===== config.mk =====
export PLATFORM = sky130hd
export DESIGN_NAME = rv32v_uop_sequencer
export DESIGN_NICKNAME = d
export VERILOG_FILES = /design/src/rtl/rv32v_uop_sequencer.sv
export SDC_FILE = /design/constraint.sdc
export NUM_CORES = 1
export LEC_CHECK = 0
export BUFFER_PORTS_ARGS = -buffer_cell sky130_fd_sc_hd__buf_2
export CAP_MARGIN = 30
export CORE_AREA = 2 2 149 107
export DETAILED_ROUTE_END_ITERATION = 8
export DIE_AREA = 0 0 151 109
export GPL_ROUTABILITY_DRIVEN = 0
export HOLD_SLACK_MARGIN = 0.05
export PLACE_DENSITY = 0.75
export SLEW_MARGIN = 25
export SYNTH_ARGS = -nofsm -noshare
export SYNTH_HDL_FRONTEND = slang
export SYNTH_SLANG_ARGS = --single-unit

===== constraint.sdc =====
create_clock -name CLK -period 5.18 [get_ports CLK]
set_input_delay 0.259 -clock CLK [delete_from_list [all_inputs] [get_ports CLK]]
set_output_delay 0.259 -clock CLK [all_outputs]
set_load 0.02 [all_outputs]

===== src/rtl/rv32v_uop_sequencer.sv =====
// rv32v_uop_sequencer: splits one issued vector instruction into
// NUM_LANES-element micro-ops for the EX/MEM vector fields.
// Optional feature macro: RV32V_UOP_SKIP_EN. When it is defined, non-last
// uops with an all-zero lane mask are stepped over without being presented.

// Per-lane activity for element e = num*NUM_LANES + LANE.
module rv32v_uop_lane #(
  parameter int UW    = 5,
  parameter int LW    = 2,
  parameter int VLMAX = 128,
  parameter int LANE  = 0
) (
  input  logic [UW-1:0]              num,
  input  logic [$clog2(VLMAX):0]     vl,
  input  logic [$clog2(VLMAX)-1:0]   vstart,
  input  logic                       vm,
  input  logic [VLMAX-1:0]           v0_mask,
  output logic                       active
);
  localparam int EW = UW + LW + 1;
  localparam logic [LW-1:0] LIDX = LW'(LANE);

  // One spare top bit so the element index never wraps against vl.
  logic [EW-1:0] e;
  assign e      = {1'b0, num, LIDX};
  assign active = (e < vl) & (e >= {1'b0, vstart}) & (vm | v0_mask[e[EW-2:0]]);
endmodule

module rv32v_uop_sequencer #(
  parameter int NUM_LANES = 4,
  parameter int VLMAX     = 128,
  parameter int UW        = $clog2(VLMAX / NUM_LANES)
) (
  input  logic                       CLK,
  input  logic                       RST,
  input  logic                       start,
  input  logic [$clog2(VLMAX):0]     vl,
  input  logic [$clog2(VLMAX)-1:0]   vstart,
  input  logic                       vm,
  input  logic [VLMAX-1:0]           v0_mask,
  input  logic                       stall,
  input  logic                       flush,
  output logic                       uop_valid,
  output logic [UW-1:0]              vuop_num,
  output logic                       vuop_last,
  output logic [NUM_LANES-1:0]       vlane_mask,
  output logic [1:0]                 vbank_offset,
  output logic                       busy
);
  localparam int LW = $clog2(NUM_LANES);
  localparam int VW = $clog2(VLMAX) + 1;
  localparam int NW = VW - LW + 1;

  typedef enum logic {IDLE = 1'b0, ISSUE = 1'b1} state_t;

  state_t               state;
  logic [VW-1:0]        vl_q;
  logic [VW-2:0]        vstart_q;
  logic                 vm_q;
  logic [VLMAX-1:0]     v0_q;

  logic [UW-1:0]        first_q;
  logic [NW-1:0]        n_uops;
  logic [NW-1:0]        n_m1;
  logic [UW-1:0]        last_idx;
  logic [NUM_LANES-1:0] raw_mask;
  logic                 in_issue;
  logic                 at_last;
  logic                 accept;

  assign first_q = vstart_q[VW-2:LW];
  assign n_uops  = NW'(({1'b0, vl_q} + (VW+1)'(NUM_LANES - 1)) >> LW);

  // Final uop index: last element's uop, but never before the vstart uop.
  always_comb begin
    n_m1     = n_uops - NW'(1);
    last_idx = first_q;
    if (vl_q != '0 && n_m1 > NW'(first_q)) last_idx = n_m1[UW-1:0];
  end

  for (genvar i = 0; i < NUM_LANES; i++) begin : g_lane
    rv32v_uop_lane #(.UW(UW), .LW(LW), .VLMAX(VLMAX), .LANE(i)) u_lane (
      .num     (vuop_num),
      .vl      (vl_q),
      .vstart  (vstart_q),
      .vm      (vm_q),
      .v0_mask (v0_q),
      .active  (raw_mask[i])
    );
  end

  assign in_issue = (state == ISSUE);
  assign at_last  = in_issue & (vuop_num == last_idx);

`ifdef RV32V_UOP_SKIP_EN
  // Zero-mask uops are only shown when they are the final one.
  assign uop_valid = in_issue & (at_last | (|raw_mask));
`else
  assign uop_valid = in_issue;
`endif

  assign vuop_last    = at_last;
  assign vlane_mask   = in_issue ? raw_mask : '0;
  assign vbank_offset = vuop_num[1:0];
  assign busy         = in_issue & ~(at_last & ~stall);
  assign accept       = start & ~flush & ~busy;

  // Sequencer FSM: latch on accept, step uops, retire or chain the next instr.
  always_ff @(posedge CLK) begin
    if (RST) begin
      state    <= IDLE;
      vuop_num <= '0;
      vl_q     <= '0;
      vstart_q <= '0;
      vm_q     <= 1'b0;
      v0_q     <= '0;
    end else if (flush) begin
      state <= IDLE;
    end else if (accept) begin
      state    <= ISSUE;
      vl_q     <= vl;
      vstart_q <= vstart;
      vm_q     <= vm;
      v0_q     <= v0_mask;
      vuop_num <= vstart[VW-2:LW];
    end else if (in_issue) begin
      if (!uop_valid) begin
        vuop_num <= vuop_num + UW'(1);
      end else if (!stall) begin
        if (at_last) state    <= IDLE;
        else         vuop_num <= vuop_num + UW'(1);
      end
    end
  end
endmodule


==> summary.txt <==
Power and ir drop
  – Net switching power of the design: 987 uW
  – Share of power burned in the clock network: 35.7%
  – Sequential cell fraction of total power: 41.2%
  – Switch share: 30.5%
  – Logic pwr share: 23.2%
  – Internal Dissipation: 2.25 mW
  – Leak Pwr: 4.38 nW
  – Total power: 3.24 mW
  – Worst IR Drop VDD: 0.227 mV
  – Total power per unit cell area: 364 nW/um^2

Die
  – Number of top-level pins: 163
  – Site Rows: 38
  – Die span in y: 109 um
  – Width of the die: 151 um
  – Die Footprint: 16500 sq um
  – Placeable core area: 15100 sq um
  – Starting utilization of the core area: 49.1%

Drt
  – Overall routed net length: 17.6 mm
  – Total iterations of the first detailed-routing run: 5
  – Count of vias placed by the detailed router: 5698
  – Average wire per cell in the routed design: 16.6 um
  – Number of nets still failing antenna checks after routing: 0
  – DRC violation total after the first TritonRoute iteration: 322
  – # DRC: 0
  – Via-per-instance ratio: 5.38

Clock tree
  – Clock Sinks: 150
  – Root buffer cell: sky130_fd_sc_hd__clkbuf_16
  – Post-CTS Setup Repair Bufs: 0
  – Clock latency at the later pin of the worst-skew pair: 0.41 ns
  – Cts repair resizes: 0
  – Clock slew seen by the registers of the worst setup and hold paths: 0.07 ns
  – Deepest level of the CTS H-tree: 4
  – Clock tree from TritonCTS: yes
  – Number of CTS-inserted buffers: 17
  – Largest buffer count on any clock path: 2
  – Cts hold-fix bufs: 0

Synth
  – Synthesis-stage register bit count: 150
  – Fraction of registers with async set/reset: 0%
  – Largest area contributor in the netlist: sky130_fd_sc_hd__dfxtp_1
  – Number of flops mapped to enable cells by yosys: 0
  – Synthesized area per cell: 10.5 sq um
  – Share of the yosys chip area belonging to registers: 40.5%
  – Cell types occupying the most area after synthesis: sky130_fd_sc_hd__dfxtp_1 (40%), sky130_fd_sc_hd__mux2i_1 (20%), sky130_fd_sc_hd__mux4_2 (12%)
  – Synth Instances: 705
  – Post-synth cell types: 49
  – Yosys synthesis warning count: 0
  – Post-synthesis net count: 872
  – Share of the synthesized area in the top cell type: 40.5%
  – Synth Cell Area: 7420 sq um
  – Dominant register cell in the synthesized netlist: sky130_fd_sc_hd__dfxtp_1

Timing
  – Min Hold Slack: 0.0720 ns
  – Tcrit/Tclk final: 85.3%
  – Setup clock skew after layout: 0.00914 ns
  – Final setup fails: 0
  – Maximum achievable frequency: 0.226 GHz
  – Final Hold Viols: 0
  – Minimum clock period after layout: 4.42 ns
  – Measured slew at the worst slew-check pin: 0.862 ns
  – Post-route worst setup slack: 0.760 ns
  – Final Max Tran Viols: 0
  – Setup TNS: 0 ns
  – Headroom to the max-slew limit: 42.6%
  – Unrepaired setup endpoints after global routing: false

Setup path
  – Worst setup path category: register to output port
  – WP data arrival: 4.16 ns
  – Worst setup SP type: register
  – Data required time of the worst path: 4.92 ns
  – Crit path capture type: output port
  – Worst reg2reg setup slack: 0.96 ns
  – CP max FO: 8

Global routing
  – Global-route wire length before repair: 28.1 mm
  – Vias in the first global route: 5488
  – Sum of overflow across all layers after global routing: 0
  – Overall fraction of global-route tracks in use: 22.2%
  – Maximum number of pins on one net before global-route repair: 80
  – Initial antenna violation count: 2

Outcome
  – Outcome: complete, no violations

Cells and area
  – Most common cell after layout, fill and taps aside: sky130_fd_sc_hd__buf_2
  – Number of non-filler instances in the completed layout: 1060
  – Fraction of final layout cells with drive strength greater than 1: 29.4%
  – Most frequent cells in the layout: sky130_fd_sc_hd__buf_2 (161), sky130_fd_sc_hd__nor2_1 (158), sky130_fd_sc_hd__mux2i_1 (150), sky130_fd_sc_hd__dfxtp_1 (148), sky130_fd_sc_hd__mux4_2 (40)
  – Layout overhead on the synthesized area: 19.8%
  – Total number of nets in the final design: 1011
  – Final Instance Area: 8890 sq um
  – End-of-flow core utilization: 58.8%

Flow run
  – Number of max-capacitance violations reported: 0

Worst hold path
  – Hold WC Path Type: input port to register

Place
  – Setup Slack @ Placement: 1.04 ns
  – Dpl cells: 1024
  – Post-DP HPWL: 12.4 mm
  – Cell Area, Placed: 8300 sq um
  – Port bufs: 162
-- state kept, by name, summed over array words and instances, names as in the netlist --
| signal | count |
|---|---|
| uop_valid | 1 |
| v0_q | 128 |
| vl_q | 8 |
| vm_q | 1 |
| vstart_q | 7 |
| vuop_num | 5 |
-- worst paths after layout --
| path | startpoint | end | cells past startpoint |
|---|---|---|---|
| worst max register to register | vl_q[0]$_SDFFE_PP0P_ | vuop_num[2]$_SDFFE_PP0P_ | 14 |
| worst max-delay path | vl_q[0]$_SDFFE_PP0P_ | busy | 13 |
| worst min register to register | v0_q[55]$_SDFFE_PP0P_ | v0_q[55]$_SDFFE_PP0P_ | 2 |
| worst min-delay path | v0_mask[109] | v0_q[109]$_SDFFE_PP0P_ | 3 |
-- power groups by stage --
stage / clock network, mW / logic [mW] / registers [mW]
CTS: 1.18 / 0.736 / 1.34
global placement: 0 / 0.723 / 1.36
finish: 1.15 / 0.750 / 1.33
global route: 1.24 / 0.821 / 1.35
floorplan: 0 / 0.588 / 1.31
detailed placement: 0 / 0.730 / 1.36
-- cells in the mapped netlist (7+ instances only) --
cell                         n
sky130_fd_sc_hd__inv_1      20
sky130_fd_sc_hd__a21oi_1    13
sky130_fd_sc_hd__clkbuf_1   27
sky130_fd_sc_hd__mux2i_1   150
sky130_fd_sc_hd__nor2b_1     9
sky130_fd_sc_hd__nand2_1    11
sky130_fd_sc_hd__nor2_1    158
sky130_fd_sc_hd__buf_6      10
sky130_fd_sc_hd__o21ai_0     9
sky130_fd_sc_hd__mux4_2     40
sky130_fd_sc_hd__buf_2       7
sky130_fd_sc_hd__dfxtp_1   150
sky130_fd_sc_hd__ha_1       18
-- kinds of logic (layout without fill, tap and decap cells) --
group	count (synthesis)	after routing	share of synthesized area, %
flip-flops	150	150	40.5
XOR/XNOR	6	6	0.894
multiplexers	191	191	32.5
adder cells (fa/ha/maj)	18	18	3.04
AO/OA/AOI/OAI	64	64	6.43
AND/OR/NAND/NOR	207	207	11.9
buffers and inverters	69	221	4.77
other	0	3	0
-- critical path, stage by stage, from the launching register on --
cell,delay [ns]
sky130_fd_sc_hd__dfxtp_1,0.39
sky130_fd_sc_hd__or4_4,0.60
sky130_fd_sc_hd__o21ai_0,0.24
sky130_fd_sc_hd__nand2_1,0.09
sky130_fd_sc_hd__ha_1,0.29
sky130_fd_sc_hd__nand4_1,0.14
sky130_fd_sc_hd__mux2i_1,0.30
sky130_fd_sc_hd__a21o_1,0.27
sky130_fd_sc_hd__mux2_2,0.36
sky130_fd_sc_hd__a221oi_1,0.24
sky130_fd_sc_hd__o2111a_1,0.32
sky130_fd_sc_hd__nand2_1,0.15
sky130_fd_sc_hd__o21a_1,0.22
sky130_fd_sc_hd__buf_2,0.15
-- final cells by class --
type	count	area, sq um
tap	200	250
timing repair buffer	169	911
clock buffer	19	443
sequential	150	3010
multi-input combinational	486	4080
fill	1334	6230
antenna	3	7.51
inverter	20	75.1
clock inverter	13	113
-- metal layers --
metal  vias to the layer above  part of all wire (%)  GRT usage (%)  wire, um
li1                       2809                     -              -         -
met1                      2683                    47           30.7      8210
met2                       180                    44           34.3      7780
met3                        26                   7.8           6.53      1370
met4                         0                   1.5           5.81       265
met5                         -                     0              0         0
Note: power is estimated with default switching activity, not from simulation.
